==> src/rtl/seg_pattern_decoder_if.sv <==
// ============================================================================
// Module      : seg_pattern_decoder_if
// Description : Segment-bus and decoded-digit signal bundle for seg_pattern_decoder.
// Revision    : 1.0
// ============================================================================
`default_nettype none

interface seg_pattern_decoder_if;
    logic [6:0] seg_in;
    logic [3:0] digit_ff;
    logic       valid_ff;
    logic       error_ff;
    logic       blank_ff;
    logic       update_ff;

    modport master (
        output seg_in,
        input  digit_ff,
        input  valid_ff,
        input  error_ff,
        input  blank_ff,
        input  update_ff
    );

    modport slave (
        input  seg_in,
        output digit_ff,
        output valid_ff,
        output error_ff,
        output blank_ff,
        output update_ff
    );
endinterface

`default_nettype wire

==> src/rtl/seg_pattern_decoder.sv <==
// ============================================================================
// Module      : seg_pattern_decoder
// Description : Recovers a BCD digit from a 7-segment drive bus, filtering PWM
//               gaps and glitches, flagging illegal patterns and dark displays.
// Revision    : 1.0
// ============================================================================
`default_nettype none

module seg_pattern_decoder #(
    parameter int STABLE_CYCLES = 4,
    parameter int BLANK_TIMEOUT = 256
) (
    input  wire logic           clk,
    input  wire logic           reset,
    seg_pattern_decoder_if.slave bus
);

    localparam int SW = (STABLE_CYCLES > 1) ? $clog2(STABLE_CYCLES + 1) : 1;
    localparam int ZW = $clog2(BLANK_TIMEOUT + 1);

    localparam logic [SW-1:0] c_STAB_ONE  = SW'(1);
    localparam logic [SW-1:0] c_STAB_TGT  = SW'(STABLE_CYCLES);
    localparam logic [ZW-1:0] c_ZERO_MAX  = ZW'(BLANK_TIMEOUT);
    // The zero already held in seg_q counts as the first dark sample, so the
    // timeout fires on the increment that brings the counter to BLANK_TIMEOUT-1.
    localparam logic [ZW-1:0] c_ZERO_TRIP = ZW'(BLANK_TIMEOUT - 1);

    typedef enum logic [1:0] {
        S_BLANK   = 2'd0,
        S_ACQUIRE = 2'd1,
        S_LOCKED  = 2'd2
    } state_t;

    state_t        r_state;
    logic [6:0]    r_seg_q;
    logic [6:0]    r_cand;
    logic [SW-1:0] r_stab_cnt;
    logic [ZW-1:0] r_zero_cnt;
    logic [3:0]    r_digit;
    logic          r_valid;
    logic          r_error;
    logic          r_blank;
    logic          r_update;

    function automatic logic [4:0] f_decode(input logic [6:0] s);
        case (s)
            7'h3F:   return {1'b1, 4'd0};
            7'h06:   return {1'b1, 4'd1};
            7'h5B:   return {1'b1, 4'd2};
            7'h4F:   return {1'b1, 4'd3};
            7'h66:   return {1'b1, 4'd4};
            7'h6D:   return {1'b1, 4'd5};
            7'h7D:   return {1'b1, 4'd6};
            7'h07:   return {1'b1, 4'd7};
            7'h7F:   return {1'b1, 4'd8};
            7'h67:   return {1'b1, 4'd9};
            default: return 5'b0_0000;
        endcase
    endfunction

    logic          w_nonzero;
    logic          w_match;
    logic          w_load;
    logic          w_commit;
    logic          w_timeout;
    logic [4:0]    w_dec;
    logic          w_legal;
    logic [3:0]    w_next_digit;
    logic          w_commit_chg;
    logic [SW-1:0] w_stab_inc;
    logic [ZW-1:0] w_zero_inc;

    always_comb begin
        w_nonzero    = (r_seg_q != 7'd0);
        w_match      = (r_seg_q == r_cand);
        w_stab_inc   = r_stab_cnt + 1'b1;
        w_zero_inc   = (r_zero_cnt == c_ZERO_MAX) ? r_zero_cnt : r_zero_cnt + 1'b1;
        w_dec        = f_decode(r_seg_q);
        w_legal      = w_dec[4];
        w_next_digit = w_legal ? w_dec[3:0] : r_digit;

        // Any non-zero sample outside a matching ACQUIRE/LOCKED becomes the new candidate.
        w_load       = w_nonzero && !((r_state != S_BLANK) && w_match);

        w_commit     = 1'b0;
        if (w_nonzero) begin
            if ((r_state == S_ACQUIRE) && w_match) begin
                w_commit = (w_stab_inc == c_STAB_TGT);
            end else if (w_load) begin
                w_commit = (STABLE_CYCLES == 1);
            end
        end

        w_timeout    = !w_nonzero && (r_state != S_BLANK) && (w_zero_inc == c_ZERO_TRIP);

        w_commit_chg = (w_next_digit != r_digit) || (w_legal != r_valid) ||
                       (w_legal == r_error) || r_blank;
    end

    always_ff @(posedge clk or negedge reset) begin
        if (!reset) begin
            r_state    <= S_BLANK;
            r_seg_q    <= 7'd0;
            r_cand     <= 7'd0;
            r_stab_cnt <= '0;
            r_zero_cnt <= '0;
            r_digit    <= 4'd0;
            r_valid    <= 1'b0;
            r_error    <= 1'b0;
            r_blank    <= 1'b1;
            r_update   <= 1'b0;
        end else begin
            r_seg_q    <= bus.seg_in;
            r_zero_cnt <= w_nonzero ? '0 : w_zero_inc;
            r_update   <= 1'b0;

            if (w_load) begin
                r_cand     <= r_seg_q;
                r_stab_cnt <= c_STAB_ONE;
            end else if (w_nonzero && (r_state == S_ACQUIRE)) begin
                r_stab_cnt <= w_stab_inc;
            end

            if (w_commit) begin
                r_state  <= S_LOCKED;
                r_digit  <= w_next_digit;
                r_valid  <= w_legal;
                r_error  <= !w_legal;
                r_blank  <= 1'b0;
                r_update <= w_commit_chg;
            end else if (w_timeout) begin
                r_state  <= S_BLANK;
                r_digit  <= 4'd0;
                r_valid  <= 1'b0;
                r_error  <= 1'b0;
                r_blank  <= 1'b1;
                r_update <= !r_blank;
            end else if (w_load) begin
                r_state  <= S_ACQUIRE;
            end
        end
    end

    assign bus.digit_ff  = r_digit;
    assign bus.valid_ff  = r_valid;
    assign bus.error_ff  = r_error;
    assign bus.blank_ff  = r_blank;
    assign bus.update_ff = r_update;

endmodule

`default_nettype wire

==> src/flat_wrapper.sv <==
// flat-port wrapper written by rule: the top's interface ports become plain ports
module seg_pattern_decoder_flat 
#(
    parameter int STABLE_CYCLES = 4,
    parameter int BLANK_TIMEOUT = 256
)
  (clk, reset, bus_seg_in, bus_digit_ff, bus_valid_ff, bus_error_ff, bus_blank_ff, bus_update_ff);
  seg_pattern_decoder_if bus_i ();
  input  wire logic clk;
  input  wire logic reset;
  input wire logic [$bits(bus_i.seg_in)-1:0] bus_seg_in;
  output wire logic [$bits(bus_i.digit_ff)-1:0] bus_digit_ff;
  output wire logic [$bits(bus_i.valid_ff)-1:0] bus_valid_ff;
  output wire logic [$bits(bus_i.error_ff)-1:0] bus_error_ff;
  output wire logic [$bits(bus_i.blank_ff)-1:0] bus_blank_ff;
  output wire logic [$bits(bus_i.update_ff)-1:0] bus_update_ff;
  assign bus_i.seg_in = bus_seg_in;
  assign bus_digit_ff = bus_i.digit_ff;
  assign bus_valid_ff = bus_i.valid_ff;
  assign bus_error_ff = bus_i.error_ff;
  assign bus_blank_ff = bus_i.blank_ff;
  assign bus_update_ff = bus_i.update_ff;
  seg_pattern_decoder #(.STABLE_CYCLES(STABLE_CYCLES), .BLANK_TIMEOUT(BLANK_TIMEOUT)) u_core (.clk(clk), .reset(reset), .bus(bus_i));
endmodule
==> config.mk <==
export PLATFORM = sky130hd
export DESIGN_NAME = seg_pattern_decoder_flat
export DESIGN_NICKNAME = d
export VERILOG_FILES = /design/src/rtl/seg_pattern_decoder_if.sv /design/src/rtl/seg_pattern_decoder.sv /design/src/flat_wrapper.sv
export SDC_FILE = /design/constraint.sdc
export NUM_CORES = 1
export LEC_CHECK = 0
export CAP_MARGIN = 20
export CORE_ASPECT_RATIO = 1.25
export CORE_UTILIZATION = 30
export CTS_BUF_LIST = sky130_fd_sc_hd__clkbuf_4
export CTS_CLUSTER_DIAMETER = 100
export DETAILED_ROUTE_END_ITERATION = 6
export HOLD_SLACK_MARGIN = 0.02
export MAX_ROUTING_LAYER = met4
export PLACE_DENSITY = 0.56
export REMOVE_ABC_BUFFERS = 1
export SLEW_MARGIN = 20
export SYNTH_ARGS = -nofsm -noshare
export SYNTH_HDL_FRONTEND = slang
export SYNTH_SLANG_ARGS = --single-unit
==> constraint.sdc <==
create_clock -name clk -period 5.3 [get_ports clk]
set_input_delay 1.06 -clock clk [delete_from_list [all_inputs] [get_ports clk]]
set_output_delay 1.06 -clock clk [all_outputs]
set_load 0.1 [all_outputs]
==> impl_metrics.env, run 1 <==
export IMPL_status="finished clean"
export IMPL_setup_viol=0
export IMPL_fp_dieH_microns=95.4
export IMPL_fin_cells=320
export IMPL_clockRootBuffer="clkbuf_4"
export IMPL_core_area_sq_mm=0.00665
export IMPL_drive_above_1_share_pct=9.44
export IMPL_yosysSeqAreaShare_pct=43.1
export IMPL_clk_latency_ns=0.34
export IMPL_synthTopCellsByCount="dfrtp_1 (35), nand2_1 (25), a21oi_1 (12)"
export IMPL_hold_depth=2
export IMPL_routedWlPerCell_microns=14.4
export IMPL_rsz0062_at_grt="false"
export IMPL_leakage_nw=0.985
export IMPL_clock_skew_ns=0.0133
export IMPL_die_area_sq_mm=0.00731
export IMPL_cp_slowest_cell="clkdlybuf4s50_1"
export IMPL_drc=0
export IMPL_r2r_slack_ns=2.67
export IMPL_power_density_mw_per_mm2=222
export IMPL_viasPerCell=5.27
export IMPL_holdPathEnd="u_core.bus.blank_ff"
export IMPL_synth_cell_types=59
export IMPL_tritoncts="built"
export IMPL_yosysWarnings=0
export IMPL_max_slew_worst_pin_slew_ns=0.973
export IMPL_htree_num_levels=2
export IMPL_antenna_found_initial=0
export IMPL_grt_overflow_total=0
export IMPL_clkPwrFrac_pct=37.8
export IMPL_stdcell_area_sq_mm=0.00237
export IMPL_cts_clk_slew_worst_paths_ns=0.12
export IMPL_synth_flop_cell="dfrtp_1"
export IMPL_comb_power_share_pct=6.5
export IMPL_vdd_drop_max_v=0.0000680
export IMPL_wl_microns=4590
export IMPL_place_ws_ns=2.56
export IMPL_synth_cells=221
export IMPL_cts_hold_buf=0
export IMPL_power_internal_mw=0.401
export IMPL_cp_top_family="buffers and inverters"
export IMPL_total_power_mw=0.526
export IMPL_min_path_type="reg -> reg"
export IMPL_slew_headroom_pct=34.9
export IMPL_path_depth=1
export IMPL_hold_viol_final=0
export IMPL_die_x_microns=76.7
export IMPL_crit_buf_inv=1
export IMPL_cp_start_kind="register"
export IMPL_grt_pass1_vias=1664
export IMPL_yosys_register_bits=36
export IMPL_crit_fanout=4
export IMPL_required_ns=4.24
export IMPL_cts_num_sinks=36
export IMPL_synth_most_common_cell="dfrtp_1"
export IMPL_yosysTopAreaCell="dfrtp_1"
export IMPL_drtIter0Drc=100
export IMPL_cts_buffer_depth=2
export IMPL_rr_startpoint="u_core.r_zero_cnt[0]"
export IMPL_min_from="u_core.bus.blank_ff"
export IMPL_drv_slew=0
export IMPL_worstPathArrival_ns=2.06
export IMPL_synth_edf_count=0
export IMPL_gp_congestion=0.844
export IMPL_antenna_cells=0
export IMPL_cts_setup_buffers=0
export IMPL_p_sw_share_pct=23.7
export IMPL_row_count=33
export IMPL_r2r_cells=7
export IMPL_max_freq_ghz=0.320
export IMPL_synth_top_area_share_pct=41.9
export IMPL_initial_core_util_pct=31.5
export IMPL_syn_cell_area_sq_mm=0.00209
export IMPL_sequentialPowerShare_pct=55.7
export IMPL_post_route_period_util_pct=58.9
export IMPL_grt_pass1_wl_microns=7920
export IMPL_place_detailed_hpwl_microns=3340
export IMPL_layout_setup_ws_ns=2.18
export IMPL_numPortBuffers=16
export IMPL_grt_max_degree=37
export IMPL_area_delta_synth_final_pct=13.3
export IMPL_slowest_delay_ns=1.14
export IMPL_crit_path_cell_trace="clkdlybuf4s50_1"
export IMPL_first_pass_iters=4
export IMPL_r2r_end="u_core.bus.error_ff"
export IMPL_period_minus_slack_ns=3.12
export IMPL_worstSetupPathType="reg -> out"
export IMPL_cts_made_buffers=5
export IMPL_grt_usage_pct=14.1
export IMPL_p_switching_mw=0.125
export IMPL_cp_end_kind="primary output"
export IMPL_cts_resized_gates=0
export IMPL_dp_cells=312
export IMPL_synthTopCellsByArea="dfrtp_1 (42%), nand2_1 (4.5%), xor2_1 (4.2%), xnor2_1 (2.9%), a21oi_1 (2.9%)"
export IMPL_num_vias=1685
export IMPL_io_pins=17
export IMPL_place_area_sq_mm=0.00229
export IMPL_layout_nets=245
export IMPL_maxCapViolCount=0
export IMPL_postSynthAreaPerCell_sq_um=9.47
export IMPL_ant_nets=0
export IMPL_setup_tns_ns=0
export IMPL_ys_async_sr_fraction_pct=100
==> through the flow <==
stage | hold slack, ns | util, %
after floorplan | 0.465 | -
after global placement | 0.479 | 34.5
after detailed placement | 0.480 | 34.5
after CTS | 0.497 | 35.7
after global routing | 0.518 | 35.7
final | 0.498 | 35.7
==> state kept, by name (all words and copies together), names as in the netlist <==
register,count
u_core.r_zero_cnt,9
u_core.bus.digit_ff,4
u_core.bus.update_ff,1
u_core.bus.error_ff,1
u_core.r_cand,7
u_core.bus.valid_ff,1
u_core.r_seg_q,7
u_core.r_stab_cnt,3
u_core.bus.blank_ff,1
u_core.r_state,2
==> logic make-up (layout without fill, tap and decap cells) <==
group	count (synthesis)	count (layout)	synth area share, %
mux	3	3	1.67
xor+xnor	17	17	7.12
compound gates	52	52	17.2
flops	36	36	43.1
buf+inv	22	34	4.90
fa+ha+maj	4	4	2.39
simple gates	87	87	23.6
==> final cells by class <==
class | count | area (sq um)
sequential | 36 | 902
timing repair buffer | 16 | 155
inverter | 10 | 37.5
tap | 87 | 109
clock inverter | 2 | 35.0
multi-input combinational | 163 | 1090
fill | 676 | 4280
clock buffer | 6 | 45.0
==> per-layer routing <==
layer | global-route usage [%] | part of all wire [%] | vias up
met3 | 2.39 | 2.6 | 8
met5 | - | 0 | -
met4 | 5.61 | 1.7 | 0
li1 | - | - | 819
met2 | 24.7 | 53 | 35
met1 | 16.2 | 43 | 823
==> worst max-delay path by stage <==
stage,start,endpoint,slack (ns)
floorplan,u_core.r_zero_cnt[0],u_core.bus.error_ff,2.95
global placement,u_core.bus.blank_ff,bus_blank_ff,2.57
detailed placement,u_core.bus.blank_ff,bus_blank_ff,2.56
CTS,u_core.bus.blank_ff,bus_blank_ff,2.17
global route,u_core.bus.blank_ff,bus_blank_ff,2.13
finish,u_core.bus.blank_ff,bus_blank_ff,2.18
==> power by group through the flow <==
stage	logic (mW)	registers, mW	clock network [mW]
global route	0.0387	0.295	0.215
global placement	0.0344	0.298	0
CTS	0.0351	0.293	0.205
finish	0.0342	0.293	0.199
detailed placement	0.0349	0.298	0
floorplan	0.0204	0.295	0
==> cell usage in the layout, fill, tap and decap left out, types with 2 or more instances in the layout <==
master / netlist / final
a22o_1: 3 / 3
a21o_1: 3 / 3
or2_2: 2 / 2
nor4bb_1: 2 / 2
inv_1: 10 / 10
dfrtp_1: 35 / 35
o2111ai_1: 2 / 2
nand4b_1: 2 / 2
clkbuf_4: 0 / 6
mux2i_1: 2 / 2
nor2b_1: 4 / 4
xnor2_1: 7 / 7
or4b_2: 2 / 2
nor4_1: 3 / 3
nand4_1: 5 / 5
o22ai_1: 5 / 5
xor2_1: 10 / 10
o21ai_0: 6 / 6
ha_1: 4 / 4
or3_1: 2 / 2
nand2_1: 25 / 25
and2_1: 2 / 2
nand2b_1: 2 / 2
a21boi_0: 3 / 3
o2bb2ai_1: 3 / 3
nand3_1: 9 / 9
o21bai_1: 2 / 2
clkdlybuf4s50_1: 0 / 15
a21oi_1: 12 / 12
nor2_1: 11 / 11
nor3_1: 5 / 5
No activity file was read; power rests on OpenSTA's default activity.
==> inputs of run 2 (changes only) <==
==> constraint.sdc (replaced) <==
create_clock -name clk -period 2.9 [get_ports clk]
set_input_delay 0.58 -clock clk [delete_from_list [all_inputs] [get_ports clk]]
set_output_delay 0.58 -clock clk [all_outputs]
set_load 0.1 [all_outputs]
==> run 2 against run 1 <==
Net effect: first-iteration DRC count is 44% lower; die area is the same; sequential cell count unchanged; sequential share of layout area up 0.16 points; largest cell class unchanged; via count down 0.18%.
==> impl_metrics.env, run 2 (synthesis results as in run 1) <==
export IMPL_final_common_cell="dfrtp_1"
export IMPL_largest_reg_flops=9
export IMPL_io_pins=17
export IMPL_multi_input_area_sq_mm=0.00109
export IMPL_antenna_cells=0
export IMPL_clk_latency_ns=0.33
export IMPL_routedWlPerCell_microns=14.3
export IMPL_cts_setup_buffers=0
export IMPL_reg_largest_list="u_core.r_zero_cnt x9, u_core.r_cand x7, u_core.r_seg_q x7"
export IMPL_max_freq_ghz=0.377
export IMPL_leakage_nw=1.01
export IMPL_vdd_drop_max_v=0.000160
export IMPL_post_route_period_util_pct=91.5
export IMPL_nFillCells=696
export IMPL_worstSetupPathType="reg -> reg"
export IMPL_die_x_microns=76.7
export IMPL_numPortBuffers=16
export IMPL_drv_slew=0
export IMPL_row_count=33
export IMPL_rsz0062_at_grt="false"
export IMPL_hold_viol_final=0
export IMPL_tritoncts="built"
export IMPL_num_vias=1682
export IMPL_power_internal_mw=0.646
export IMPL_grt_max_degree=37
export IMPL_cts_clk_slew_worst_paths_ns=0.11
export IMPL_top_register="u_core.r_zero_cnt"
export IMPL_cp_start_kind="register"
export IMPL_cts_hold_buf=0
export IMPL_max_slew_worst_pin_slew_ns=0.812
export IMPL_antenna_found_initial=0
export IMPL_first_pass_iters=4
export IMPL_drive_above_1_share_pct=13.9
export IMPL_comb_power_share_pct=8.3
export IMPL_cts_num_sinks=36
export IMPL_cp_end_kind="register"
export IMPL_place_detailed_hpwl_microns=3450
export IMPL_grt_pass1_vias=1659
export IMPL_worstPathArrival_ns=2.88
export IMPL_clock_skew_ns=0.00710
export IMPL_gp_congestion=0.858
export IMPL_period_minus_slack_ns=2.65
export IMPL_maxCapViolCount=0
export IMPL_hold_ws_ns=0.331
export IMPL_fp_dieH_microns=95.4
export IMPL_viasPerCell=5.18
export IMPL_core_area_sq_mm=0.00665
export IMPL_required_ns=3.13
export IMPL_crit_fanout=7
export IMPL_sequentialPowerShare_pct=61.2
export IMPL_slew_headroom_pct=45.9
export IMPL_cts_made_buffers=5
export IMPL_wl_microns=4650
export IMPL_setup_tns_ns=0
export IMPL_grt_pass1_wl_microns=7860
export IMPL_grt_overflow_total=0
export IMPL_regArea_sq_um=902
export IMPL_min_path_type="in -> async"
export IMPL_setup_viol=0
export IMPL_layout_nets=250
export IMPL_clockRootBuffer="clkbuf_4"
export IMPL_total_power_mw=0.865
export IMPL_cp_startpoint="u_core.r_zero_cnt[0]"
export IMPL_clkPwrFrac_pct=30.5
export IMPL_area_delta_synth_final_pct=12.9
export IMPL_status="finished clean"
export IMPL_drtIter0Drc=56
export IMPL_rr_startpoint="u_core.r_zero_cnt[0]"
export IMPL_p_switching_mw=0.219
export IMPL_drc=0
export IMPL_cts_buffer_depth=2
export IMPL_grt_usage_pct=14.1
export IMPL_initial_core_util_pct=31.5
export IMPL_power_density_mw_per_mm2=366
export IMPL_p_sw_share_pct=25.3
export IMPL_ant_nets=0
export IMPL_htree_num_levels=2
export IMPL_cts_resized_gates=0
export IMPL_die_area_sq_mm=0.00731
export IMPL_mostFrequentLayoutCells="dfrtp_1 (35), nand2_1 (25), buf_4 (13)"
-- run 2: cell types whose count changed in the layout (fill, tap and decap cells not counted), sizes merged --
cell,previous run,this run
buf,1,14
bufinv,1,0
clkdlybuf4s50,15,7
clkinv,1,2
-- run 2: worst paths after layout --
path | to | depth (start not counted) | slack [ns]
hold / removal | u_core.r_seg_q[2] | 1 | 0.33
setup / recovery | u_core.bus.error_ff | 7 | 0.25
hold reg to reg | u_core.bus.blank_ff | 2 | 0.50
min in group clk | u_core.bus.blank_ff | 2 | 0.50
max in group asynchronous | u_core.r_stab_cnt[2] | 1 | 2.06
setup reg to reg | u_core.bus.error_ff | 7 | 0.25
-- run 2: layer usage --
metal	vias to the layer above	global-route usage [%]	share of wire [%]
met5	-	-	0
met4	0	5.61	2.0
met3	11	2.01	2.7
met2	32	25.1	50
met1	811	16.0	45
li1	828	-	-
-- run 2: power groups by stage --
stage / combinational [mW] / sequential (mW) / clock, mW
after floorplan: 0.0372 / 0.538 / 0
after global placement: 0.0725 / 0.539 / 0
after detailed placement: 0.0732 / 0.539 / 0
after CTS: 0.0734 / 0.529 / 0.274
after global routing: 0.0813 / 0.531 / 0.291
final: 0.0720 / 0.530 / 0.264
-- run 2: critical path: stages, from the launching register on --
cell and delay [ns]:
dfrtp_1 0.45, ha_1 0.31, nand3_1 0.17, or3_1 0.35
a2111oi_1 0.50, o2111ai_1 0.32, and2_1 0.27, a22o_1 0.19
-- run 2: area by class of cell --
| class | instances | area share [%] |
|---|---|---|
| multi-input cells | 163 | 46.1 |
| flip-flops and latches | 36 | 38.2 |
| repair buffers | 21 | 7.31 |
| well taps | 87 | 4.61 |
| clock buffers | 6 | 1.91 |
| inverters | 10 | 1.59 |
| clock inverters | 2 | 0.318 |
-- run 2: per-stage QoR --
step           instances  util, %  worst slack, ns  instance area, sq um
4_1_cts              325     35.5            0.241                  2360
2_1_floorplan        209        -            0.549                  2030
6_report             325     35.5            0.245                  2360
3_3_place_gp         317     34.7            0.379                  2310
5_1_grt              325     35.5           0.0385                  2360
3_5_place_dp         317     34.7            0.265                  2310
==> patch 1: new RTL, flow settings as in run 1 <==
Encoding of `state_t`: now one-hot (3 bits for 3 states).
--- a/src/rtl/seg_pattern_decoder.sv
+++ b/src/rtl/seg_pattern_decoder.sv
@@ -27,6 +27,6 @@
 
-    typedef enum logic [1:0] {
-        S_BLANK   = 2'd0,
-        S_ACQUIRE = 2'd1,
-        S_LOCKED  = 2'd2
+    typedef enum logic [2:0] {
+        S_BLANK   = 3'b001,
+        S_ACQUIRE = 3'b010,
+        S_LOCKED  = 3'b100
     } state_t;
Formal check against the unedited RTL: same outputs for any inputs over 10 cycles, from zero or initial values and one cycle with reset low; not proved beyond that.
==> patch 1 against run 1 <==
Design area decreased by 1.4%; sequential share of layout area increased by 1.7 points; power increased by 0.29%; sequential cell count increased by 1; routed wire length decreased by 12%; setup slack improved by 0.015 ns; synthesized area decreased by 2.1%; critical path type unchanged; critical endpoint unchanged; highest routed layer unchanged.
==> patch 1: results <==
export IMPL_drt_total_wl_um=4030
export IMPL_hold_path_end="u_core.r_state[0]"
export IMPL_reg2reg_to="u_core.bus.digit_ff[3]"
export IMPL_synth_common_cells="nand2_1, dfrtp_1, xor2_1"
export IMPL_synth_cells=217
export IMPL_vias=1553
export IMPL_postPlaceCellArea_um2=2260
export IMPL_grt_pass1_vias=1513
export IMPL_ys_dominant_reg_cell="dfrtp_1"
export IMPL_reg2reg_slack_ns=2.69
export IMPL_dp_cells=309
export IMPL_cts_setup_buffers=0
export IMPL_grt_first_pass_wirelength_um=7270
export IMPL_power_frac_comb=0.058
export IMPL_drtIter0Drc=36
export IMPL_status="complete, no violations"
export IMPL_synthTopCellsByArea="dfrtp_1, xor2_1, nand2_1"
export IMPL_power_switching_share=0.230
export IMPL_drive_above_1_share=0.0913
export IMPL_hold_slack_ns=0.476
export IMPL_wl_per_cell_um=12.7
export IMPL_relSlewSlack=0.354
export IMPL_antenna_found_initial=0
export IMPL_grt_use_total=0.133
export IMPL_grt_max_degree=38
export IMPL_dp_slack_ns=2.58
export IMPL_async_reset_ff_frac=1.00
export IMPL_ir_drop_mv=0.102
export IMPL_p_seq_frac=0.570
export IMPL_ys_types=52
export IMPL_nets=242
export IMPL_hpwlAfterDp_um=2820
export IMPL_clock_skew_ns=0.0152
export IMPL_p_leak_nw=0.931
export IMPL_synth_seq_area_share=0.453
export IMPL_place_gp_congestion=0.781
export IMPL_min_from="u_core.r_state[0]"
export IMPL_n_fill_cell=704
==> patch 1: cell types whose count changed after synthesis, sizes merged, moves of 3 or more <==
cell and delta:
nand2 +15, o22ai -3, a21oi -4, nor2b -3
inv -5, a21o -3, nor2 +6, xor2 +8
a21boi -3, xnor2 -3
==> patch 1: cell families (layout without fill, tap and decap cells) <==
group                    after synthesis  count (layout)  share of synthesized area
adder cells (fa/ha/maj)                4               4                     0.0244
multiplexers                           4               4                     0.0226
flip-flops                            37              37                      0.453
AND/OR/NAND/NOR                      104             104                      0.268
AO/OA/AOI/OAI                         30              30                      0.103
buffers and inverters                 16              29                     0.0348
XOR/XNOR                              22              22                     0.0941
==> patch 1: cell type report <==
class,count,area [um2],area share
clock buffer,6,45.0,0.0193
clock inverter,2,33.8,0.0144
inverter,5,18.8,0.00803
multi-input combinational,164,1050,0.448
sequential,37,928,0.397
tap,87,109,0.0465
timing repair buffer,16,155,0.0663
==> patch 1: worst register-to-register path, cell delays in order (launching register included) <==
cell and delay, ns:
dfrtp_1 0.50, ha_1 0.34, xnor2_1 0.15, or4b_2 0.63, nor2_1 0.21, nand4_4 0.17, mux2_4 0.34, a22o_1 0.18
==> patch 1: worst max-delay path by stage <==
stage	endpoint	depth (start not counted)	slack [ns]
floorplan	u_core.bus.digit_ff[3]	7	2.88
global placement	bus_blank_ff	1	2.58
detailed placement	bus_blank_ff	1	2.58
CTS	bus_blank_ff	1	2.17
global route	bus_blank_ff	1	2.14
finish	bus_blank_ff	1	2.19
==> patch 1: metal layers <==
metal | track usage | up-vias | wire length, um
met5 | - | - | 0
met1 | 0.161 | 745 | 1940
met3 | 0.0319 | 6 | 98
met4 | 0.0529 | 0 | 70
met2 | 0.216 | 23 | 1920
li1 | - | 779 | -
==> patch 2: new RTL, settings of run 1 <==
Without the edit above. `BLANK_TIMEOUT` is set to 256 in 2 places; all go to 512.
--- a/src/rtl/seg_pattern_decoder.sv
+++ b/src/rtl/seg_pattern_decoder.sv
@@ -10,3 +10,3 @@
     parameter int STABLE_CYCLES = 4,
-    parameter int BLANK_TIMEOUT = 256
+    parameter int BLANK_TIMEOUT = 512
 ) (
--- a/src/flat_wrapper.sv
+++ b/src/flat_wrapper.sv
@@ -4,3 +4,3 @@
     parameter int STABLE_CYCLES = 4,
-    parameter int BLANK_TIMEOUT = 256
+    parameter int BLANK_TIMEOUT = 512
 )
Function: same outputs for any inputs over 10 cycles, from zero or initial values and one cycle with reset low; that may be too few to reach the edited logic, so the function may still have changed.
==> patch 2 against run 1 <==
Non-clock buffer count unchanged; count of clock-buffer cells in the layout unchanged; setup slack better by 0.046 ns; clock power is 26% lower; synthesized area rose by 9.3%; routed wire length increased by 2.7%; largest cell class unchanged; design area rose by 6.8%; global-route usage is 0.36 points lower; register-to-register slack better by 0.11 ns; cell count rose by 4.4%; synthesized cell count increased by 5.4%; critical endpoint unchanged; power is 7.1% lower; sequential cell count rose by 1.
==> patch 2: results <==
export IMPL_pg_seq_uw=301
export IMPL_grt_max_degree=38
export IMPL_drtIter0Drc=49
export IMPL_avgSynthCellArea_um2=9.82
export IMPL_vias=1732
export IMPL_ir_drop_mv=0.104
export IMPL_path_max_fanout=3
export IMPL_cpPeakStageDelay_ns=1.12
export IMPL_synthTopCellsByArea="dfrtp_1, xor2_1, mux2_4"
export IMPL_total_power_uw=489
export IMPL_hpwlAfterDp_um=3370
export IMPL_synth_seq_area_share=0.405
export IMPL_clock_skew_ns=0.0199
export IMPL_final_cells=334
export IMPL_reg2reg_to="u_core.bus.digit_ff[2]"
export IMPL_grt_pass1_vias=1772
export IMPL_synth_common_cells="dfrtp_1, nor2_1, xor2_1"
export IMPL_wl_per_cell_um=14.1
export IMPL_reg2reg_slack_ns=2.78
export IMPL_pg_comb_uw=39.0
export IMPL_max_clock_path_buffers=2
export IMPL_place_gp_congestion=0.865
export IMPL_r2r_start="u_core.r_seg_q[5]"
export IMPL_hold_slack_ns=0.535
export IMPL_reg2reg_depth=6
export IMPL_grt_use_total=0.138
export IMPL_power_switching_share=0.256
export IMPL_nets=255
export IMPL_status="complete, no violations"
export IMPL_worstHoldPathCells=1
export IMPL_grt_first_pass_wirelength_um=8410
export IMPL_min_from="u_core.r_cand[2]"
export IMPL_relSlewSlack=0.351
export IMPL_dp_slack_ns=2.59
export IMPL_hold_path_end="u_core.r_cand[2]"
export IMPL_p_leak_nw=1.04
export IMPL_reg_top3="u_core.r_zero_cnt (10), u_core.r_cand (7), u_core.r_seg_q (7)"
export IMPL_ys_dominant_reg_cell="dfrtp_1"
export IMPL_postPlaceCellArea_um2=2480
## patch 2: cell types whose count changed after synthesis, moves of 4 or more
cell            run 1  this run
xor2_1             10        14
nand2_1            25        13
mux2_4              1         6
nor4b_1             0         4
o21ai_1             1         5
o21a_1              0         4
a21oi_1            12         6
nor2_1             11        17
## patch 2: logic make-up (layout without fill, tap and decap cells)
group                      Yosys count  count (layout)  share of synthesized area
muxes                                6               6                     0.0394
adders and majority gates            5               5                     0.0274
AOI/OAI and AO/OA                   57              57                      0.181
xor gates and xnor gates            18              18                     0.0689
buffers and inverters               25              34                     0.0514
DFF                                 37              37                      0.405
and+or+nand+nor                     85              85                      0.226
## patch 2: worst max-delay path by stage
stage | start | to | slack, ns | cells past startpoint
final | u_core.bus.blank_ff | bus_blank_ff | 2.22 | 1
after global routing | u_core.bus.blank_ff | bus_blank_ff | 2.16 | 1
after CTS | u_core.bus.blank_ff | bus_blank_ff | 2.20 | 1
after detailed placement | u_core.bus.blank_ff | bus_blank_ff | 2.59 | 1
after global placement | u_core.bus.blank_ff | bus_blank_ff | 2.60 | 1
after floorplan | u_core.r_seg_q[0] | u_core.r_cand[0] | 3.08 | 4
## patch 2: cell type report
| cell class | count | area (um2) |
|---|---|---|
| Inverter | 10 | 37.5 |
| Multi-Input combinational cell | 171 | 1240 |
| Sequential cell | 37 | 927 |
| Clock buffer | 6 | 45.0 |
| Clock inverter | 2 | 10.0 |
| Fill cell | 766 | 4820 |
| Tap cell | 92 | 115 |
| Timing Repair Buffer | 16 | 155 |
## patch 2: per-layer routing
metal	global-route usage	part of all wire	up-vias
met4	0.0536	0.016	0
met3	0.0257	0.024	9
li1	-	-	866
met2	0.214	0.47	28
met5	-	0	-
met1	0.177	0.49	829
